File: config.mk
export PLATFORM = sky130hd
export DESIGN_NAME = draw_port_arbiter_flat
export DESIGN_NICKNAME = d
export VERILOG_FILES = /design/src/rtl/draw_port_arbiter_pkg.sv /design/src/rtl/draw_port_arbiter_if.sv /design/src/rtl/draw_port_arbiter_rr_pick.sv /design/src/rtl/draw_port_arbiter.sv /design/src/flat_wrapper.sv
export SDC_FILE = /design/constraint.sdc
export NUM_CORES = 1
export LEC_CHECK = 0
export CORE_MARGIN = 2
export CORE_UTILIZATION = 32
export DETAILED_ROUTE_END_ITERATION = 10
export GPL_TIMING_DRIVEN = 1
export MAX_ROUTING_LAYER = met4
export PLACE_DENSITY = 0.95
export SKIP_CTS_REPAIR_TIMING = 1
export SYNTH_ARGS = -nofsm -noshare
export SYNTH_HDL_FRONTEND = slang
export SYNTH_SLANG_ARGS = --single-unit
File: constraint.sdc
create_clock -name clk -period 4.75 [get_ports clk]
set_input_delay 1.1875 -clock clk [delete_from_list [all_inputs] [get_ports clk]]
set_output_delay 1.1875 -clock clk [all_outputs]
set_load 0.05 [all_outputs]
File: src/rtl/draw_port_arbiter_pkg.sv
// Shared types and constants for the framebuffer write-port arbiter.
// Optional watchdog is enabled with DRAW_ARB_WATCHDOG_EN (see draw_port_arbiter.sv).
package draw_arb_pkg;

  typedef enum logic [1:0] {
    IDLE = 2'd0,
    DRAW = 2'd1,
    GAP  = 2'd2
  } arb_state_e;

  localparam int DEF_XW = 10;
  localparam int DEF_YW = 10;
  localparam int DEF_CW = 3;

  // Requester slots as wired in the game datapath
  localparam int BALL   = 0;
  localparam int PADDLE = 1;
  localparam int BRICK  = 2;
  localparam int ERASE  = 3;

endpackage

File: src/rtl/draw_port_arbiter_if.sv
// Bundle between the draw engines (master) and the port arbiter (slave).
interface draw_port_arbiter_if
  import draw_arb_pkg::*;
#(
  parameter int NUM_REQ = 4,
  parameter int XW      = DEF_XW,
  parameter int YW      = DEF_YW,
  parameter int CW      = DEF_CW
);
  logic [NUM_REQ-1:0]    req;
  logic [NUM_REQ-1:0]    done;
  logic [NUM_REQ-1:0]    wr_en;
  logic [NUM_REQ*XW-1:0] x_in;
  logic [NUM_REQ*YW-1:0] y_in;
  logic [NUM_REQ*CW-1:0] colour_in;
  logic [NUM_REQ-1:0]    grant;
  logic [XW-1:0]         vga_x;
  logic [YW-1:0]         vga_y;
  logic [CW-1:0]         vga_colour;
  logic                  vga_plot;
  logic                  busy;
  logic                  timeout_err;

  modport master (
    output req, done, wr_en, x_in, y_in, colour_in,
    input  grant, vga_x, vga_y, vga_colour, vga_plot, busy, timeout_err
  );

  modport slave (
    input  req, done, wr_en, x_in, y_in, colour_in,
    output grant, vga_x, vga_y, vga_colour, vga_plot, busy, timeout_err
  );
endinterface

File: src/rtl/draw_port_arbiter_rr_pick.sv
// Combinational round-robin priority encoder: first set req bit at or above ptr, wrapping.
module rr_pick #(
  parameter int NUM_REQ = 4,
  parameter int IW      = $clog2(NUM_REQ)
) (
  input  logic [NUM_REQ-1:0] req_i,
  input  logic [IW-1:0]      ptr_i,
  output logic [IW-1:0]      winner_o,
  output logic               valid_o
);
  localparam int SW = IW + 1;

  logic [SW-1:0] sum_s;
  logic [IW-1:0] idx_s;

  // Scan from the farthest slot back to ptr so the nearest set bit is written last
  always_comb begin
    winner_o = '0;
    valid_o  = 1'b0;
    sum_s    = '0;
    idx_s    = '0;
    for (int k = NUM_REQ - 1; k >= 0; k--) begin
      sum_s = {1'b0, ptr_i} + SW'(k);
      if (sum_s >= SW'(NUM_REQ)) begin
        idx_s = IW'(sum_s - SW'(NUM_REQ));
      end else begin
        idx_s = sum_s[IW-1:0];
      end
      winner_o = req_i[idx_s] ? idx_s : winner_o;
      valid_o  = valid_o | req_i[idx_s];
    end
  end
endmodule

File: src/rtl/draw_port_arbiter.sv
// Round-robin arbiter sharing the VGA framebuffer write port among draw engines.
// Define DRAW_ARB_WATCHDOG_EN to force release of a grant held for MAX_HOLD DRAW cycles.
module draw_port_arbiter
  import draw_arb_pkg::*;
#(
  parameter int NUM_REQ  = 4,
  parameter int XW       = DEF_XW,
  parameter int YW       = DEF_YW,
  parameter int CW       = DEF_CW,
  parameter int MAX_HOLD = 1024
) (
  input  logic              clk,
  input  logic              resetn,
  draw_port_arbiter_if.slave bus
);
  localparam int IW = $clog2(NUM_REQ);

  arb_state_e         state_q, state_d;
  logic [NUM_REQ-1:0] grant_q, grant_d;
  logic [IW-1:0]      ptr_q, ptr_d;
  logic [IW-1:0]      w_q, w_d;
  logic [IW-1:0]      pick_w_s;
  logic               pick_v_s;
  logic               wd_fire_s;
  logic               in_draw_s;

  function automatic logic [NUM_REQ-1:0] onehot(input logic [IW-1:0] idx);
    onehot      = '0;
    onehot[idx] = 1'b1;
  endfunction

  function automatic logic [IW-1:0] wrap_inc(input logic [IW-1:0] idx);
    wrap_inc = (idx == IW'(NUM_REQ - 1)) ? '0 : idx + IW'(1);
  endfunction

  rr_pick #(.NUM_REQ(NUM_REQ), .IW(IW)) u_pick (
    .req_i    (bus.req),
    .ptr_i    (ptr_q),
    .winner_o (pick_w_s),
    .valid_o  (pick_v_s)
  );

  // Next-state logic; done and req-drop in the same cycle are one release
  always_comb begin
    state_d = state_q;
    grant_d = grant_q;
    ptr_d   = ptr_q;
    w_d     = w_q;
    case (state_q)
      IDLE: begin
        if (pick_v_s) begin
          state_d = DRAW;
          grant_d = onehot(pick_w_s);
          w_d     = pick_w_s;
        end else begin
          state_d = IDLE;
        end
      end
      DRAW: begin
        if (bus.done[w_q] || !bus.req[w_q] || wd_fire_s) begin
          state_d = GAP;
          grant_d = '0;
          ptr_d   = wrap_inc(w_q);
        end else begin
          state_d = DRAW;
        end
      end
      GAP: begin
        state_d = IDLE;
      end
      default: begin
        state_d = IDLE;
        grant_d = '0;
      end
    endcase
  end

  // Arbitration state registers
  always_ff @(posedge clk or negedge resetn) begin
    if (!resetn) begin
      state_q <= IDLE;
      grant_q <= '0;
      ptr_q   <= '0;
      w_q     <= '0;
    end else begin
      state_q <= state_d;
      grant_q <= grant_d;
      ptr_q   <= ptr_d;
      w_q     <= w_d;
    end
  end

`ifdef DRAW_ARB_WATCHDOG_EN
  localparam int HW = $clog2(MAX_HOLD) + 1;

  logic [HW-1:0] hold_q, hold_d;
  logic          timeout_q, timeout_d;

  assign wd_fire_s = in_draw_s && (hold_q == HW'(MAX_HOLD - 1))
                     && bus.req[w_q] && !bus.done[w_q];

  // Hold counter is zero on every DRAW entry because it clears outside DRAW
  always_comb begin
    hold_d    = in_draw_s ? hold_q + HW'(1) : '0;
    timeout_d = timeout_q | wd_fire_s;
  end

  // Watchdog registers; timeout stays set until reset
  always_ff @(posedge clk or negedge resetn) begin
    if (!resetn) begin
      hold_q    <= '0;
      timeout_q <= 1'b0;
    end else begin
      hold_q    <= hold_d;
      timeout_q <= timeout_d;
    end
  end

  assign bus.timeout_err = timeout_q;
`else
  assign wd_fire_s       = 1'b0;
  assign bus.timeout_err = 1'b0;
`endif

  assign in_draw_s      = (state_q == DRAW);
  assign bus.grant      = grant_q;
  assign bus.busy       = (state_q != IDLE);
  assign bus.vga_x      = in_draw_s ? bus.x_in[w_q*XW +: XW] : '0;
  assign bus.vga_y      = in_draw_s ? bus.y_in[w_q*YW +: YW] : '0;
  assign bus.vga_colour = in_draw_s ? bus.colour_in[w_q*CW +: CW] : '0;
  assign bus.vga_plot   = in_draw_s & bus.wr_en[w_q] & grant_q[w_q];
endmodule

File: src/flat_wrapper.sv
// flat-port wrapper written by rule: the top's interface ports become plain ports
module draw_port_arbiter_flat import draw_arb_pkg::*;
#(
  parameter int NUM_REQ  = 4,
  parameter int XW       = DEF_XW,
  parameter int YW       = DEF_YW,
  parameter int CW       = DEF_CW,
  parameter int MAX_HOLD = 1024
)
  (clk, resetn, bus_req, bus_done, bus_wr_en, bus_x_in, bus_y_in, bus_colour_in, bus_grant, bus_vga_x, bus_vga_y, bus_vga_colour, bus_vga_plot, bus_busy, bus_timeout_err);
  draw_port_arbiter_if #(.NUM_REQ(NUM_REQ), .XW(XW), .YW(YW), .CW(CW)) bus_i ();
  input  logic clk;
  input  logic resetn;
  input wire logic [$bits(bus_i.req)-1:0] bus_req;
  input wire logic [$bits(bus_i.done)-1:0] bus_done;
  input wire logic [$bits(bus_i.wr_en)-1:0] bus_wr_en;
  input wire logic [$bits(bus_i.x_in)-1:0] bus_x_in;
  input wire logic [$bits(bus_i.y_in)-1:0] bus_y_in;
  input wire logic [$bits(bus_i.colour_in)-1:0] bus_colour_in;
  output wire logic [$bits(bus_i.grant)-1:0] bus_grant;
  output wire logic [$bits(bus_i.vga_x)-1:0] bus_vga_x;
  output wire logic [$bits(bus_i.vga_y)-1:0] bus_vga_y;
  output wire logic [$bits(bus_i.vga_colour)-1:0] bus_vga_colour;
  output wire logic [$bits(bus_i.vga_plot)-1:0] bus_vga_plot;
  output wire logic [$bits(bus_i.busy)-1:0] bus_busy;
  output wire logic [$bits(bus_i.timeout_err)-1:0] bus_timeout_err;
  assign bus_i.req = bus_req;
  assign bus_i.done = bus_done;
  assign bus_i.wr_en = bus_wr_en;
  assign bus_i.x_in = bus_x_in;
  assign bus_i.y_in = bus_y_in;
  assign bus_i.colour_in = bus_colour_in;
  assign bus_grant = bus_i.grant;
  assign bus_vga_x = bus_i.vga_x;
  assign bus_vga_y = bus_i.vga_y;
  assign bus_vga_colour = bus_i.vga_colour;
  assign bus_vga_plot = bus_i.vga_plot;
  assign bus_busy = bus_i.busy;
  assign bus_timeout_err = bus_i.timeout_err;
  draw_port_arbiter #(.NUM_REQ(NUM_REQ), .XW(XW), .YW(YW), .CW(CW), .MAX_HOLD(MAX_HOLD)) u_core (.clk(clk), .resetn(resetn), .bus(bus_i));
endmodule
==> results of run 1 <==
-- flip-flops by register name (all words and copies together) (netlist names) --
signal,count
u_core.w_q,2
u_core.ptr_q,2
u_core.state_q,2
u_core.bus.grant,4
-- cell families (layout without fill, tap and decap cells) --
logic type	Yosys count	after routing	synth area share (%)
multiplexers	27	27	42.9
AO/OA/AOI/OAI	16	16	8.30
other	1	1	0.283
adder cells (fa/ha/maj)	1	1	0.943
AND/OR/NAND/NOR	46	46	23.8
flip-flops	10	10	18.9
buffers and inverters	11	141	4.90
-- through the flow --
stage               worst slack (ps)  instances  total power [mW]  util (%)  area [um2]
floorplan                       1440        112              1.11         -        1330
global placement                 619        288              1.46      67.0        2680
detailed placement               585        288              1.48      67.0        2680
CTS                              579        292              1.59      68.4        2740
global route                     530        292              1.67      68.4        2740
finish                           589        292              1.57      68.4        2740
-- worst max-delay path, cell delays in order --
cell,delay [ps]
clkdlybuf4s50_1,410
mux4_2,480
nor2b_1,150
clkdlybuf4s50_1,740
-- final timing paths --
check,depth (start not counted),start,endpoint,slack (ps)
worst max-delay path,4,bus_x_in[31],bus_vga_x[1],590
worst min-delay path,1,u_core.state_q[1],u_core.state_q[0],510
worst max register to register,5,u_core.w_q[1],u_core.bus.grant[3],2340
worst min register to register,1,u_core.state_q[1],u_core.state_q[0],510
max in group asynchronous,1,resetn,u_core.w_q[0],3140
min in group asynchronous,1,resetn,u_core.bus.grant[0],1270
-- cell usage after synthesis, types with 3 or more instances --
master	count	area share [%]
mux4_2	23	39
nand3_1	3	1.1
nand2_1	4	1.1
o21ai_0	5	1.9
clkbuf_1	4	1.1
nor2b_1	23	11
o2bb2ai_1	3	2.0
dfrtp_1	10	19
nor2_1	3	0.85
-- layout make-up --
| cell class | count | area [um2] |
|---|---|---|
| Timing Repair Buffer | 135 | 1350 |
| Multi-Input combinational cell | 91 | 1010 |
| Inverter | 2 | 7.51 |
| Clock buffer | 4 | 55.1 |
| Sequential cell | 10 | 251 |
| Fill cell | 300 | 1260 |
| Tap cell | 50 | 62.6 |
-- routing by layer --
metal / up-vias / share of wire (%) / track usage, %
met3: 6 / 10 / 4.61
met2: 74 / 54 / 37.1
met5: - / 0 / -
met1: 697 / 35 / 21.7
met4: 0 / 1.2 / 6.75
li1: 703 / - / -
-- power breakdown --
part	internal [mW]	switching, mW
clock	0.0727	0.0317
sequential	0.126	0.129
combinational	0.571	0.643
==> metrics, run 1 <==
DRC=0; unrepaired setup endpoints after global routing=false; min-delay worst type=reg -> reg; syn nets=219; #FFs+latches synth=10; maximum vdd drop=0.360 mV; Ant. Diodes=0; clk_lat worst skew=about 230 ps; die width=68.4 um; drt via density=about 5; Initial Utilization=between 30% and 40%; H-tree depth=1; WS Path Type=in -> out; drt wl/cell=about 16 um; Synth Warn #=0; outcome=completed; placeable core area=between 4000 and 5000 um2; gpl congestion=0.786; Final #Nets=between 300 and 400; first-pass GRT wire length=6.93 mm; commonest cells after routing, fill and taps aside=clkdlybuf4s50_1, mux4_2, nor2b_1; WHS=509 ps; Clock Path Buffers=2; final setup violation count=0; num ports=around 140; max cap viols=0; GRT overflow=0; minimum clock period after layout=4160 ps; Root Buffer=clkbuf_8; maximum clock frequency=0.240 GHz; vias in the first global route=between 1000 and 1500; count of cell types in the netlist=37; drt pass-1 iters=4; ys async rst share=between 90% and 100%; Max Transition Viols Final=0; Die Outline Area=4680 um2; Post-Syn Instances=112; antenna-violating nets left=0; worst-margin pin slew=961 ps; Die Y=68.4 um; CTS Sinks=10; All-Layer GR Usage=approximately 20%; Slew HR=35.9%; Iteration-0 DRC Markers=48; Layout area overhead=106%; cell row count=23; Crit. End Element=output port; # port buffers=134; largest net degree at the start of global routing=35; Arr. time, crit path=2970 ps; final setup TNS=0 ps; Post-synth EDFFs=0; WL final=4.70 mm; Pleak=0.996 nW; initial antenna violation count=0; Req. time, crit path=3560 ps; count of final hold-check violations=0; crit share post-route=approximately 88%; commonest non-fill, non-tap cell in the layout=clkdlybuf4s50_1; crit-path max FO=1; Mapped Avg Cell Area=11.8 um2; nature of the critical path startpoint=primary input; Post-Syn Area=1330 um2; post-DP HPWL=roughly 4 mm; sequential fraction of the synthesis area=approximately a fifth; clock slew at reported path FFs=50 ps; Top FF cell, synth=dfrtp_1; Cell Pwr Density=roughly 570 nW/um2; Worst Skew=around 1.8 ps; CTS tree=done; via count=1480; share of layout cells above drive strength 1=15.3%; clock buffers created by TritonCTS=3
(Power assumes the default switching activity.)
==> run 2, diff against run 1 <==
--- a/config.mk
+++ b/config.mk
@@ -7,6 +7,7 @@
 export LEC_CHECK = 0
 export CORE_MARGIN = 2
 export CORE_UTILIZATION = 32
+export CTS_BUF_LIST = sky130_fd_sc_hd__clkbuf_8 sky130_fd_sc_hd__clkbuf_16
 export DETAILED_ROUTE_END_ITERATION = 10
 export GPL_TIMING_DRIVEN = 1
 export MAX_ROUTING_LAYER = met4
==> results of run 2 <==
Same layout as run 1: the final DEF is identical, and so are final timing and power.
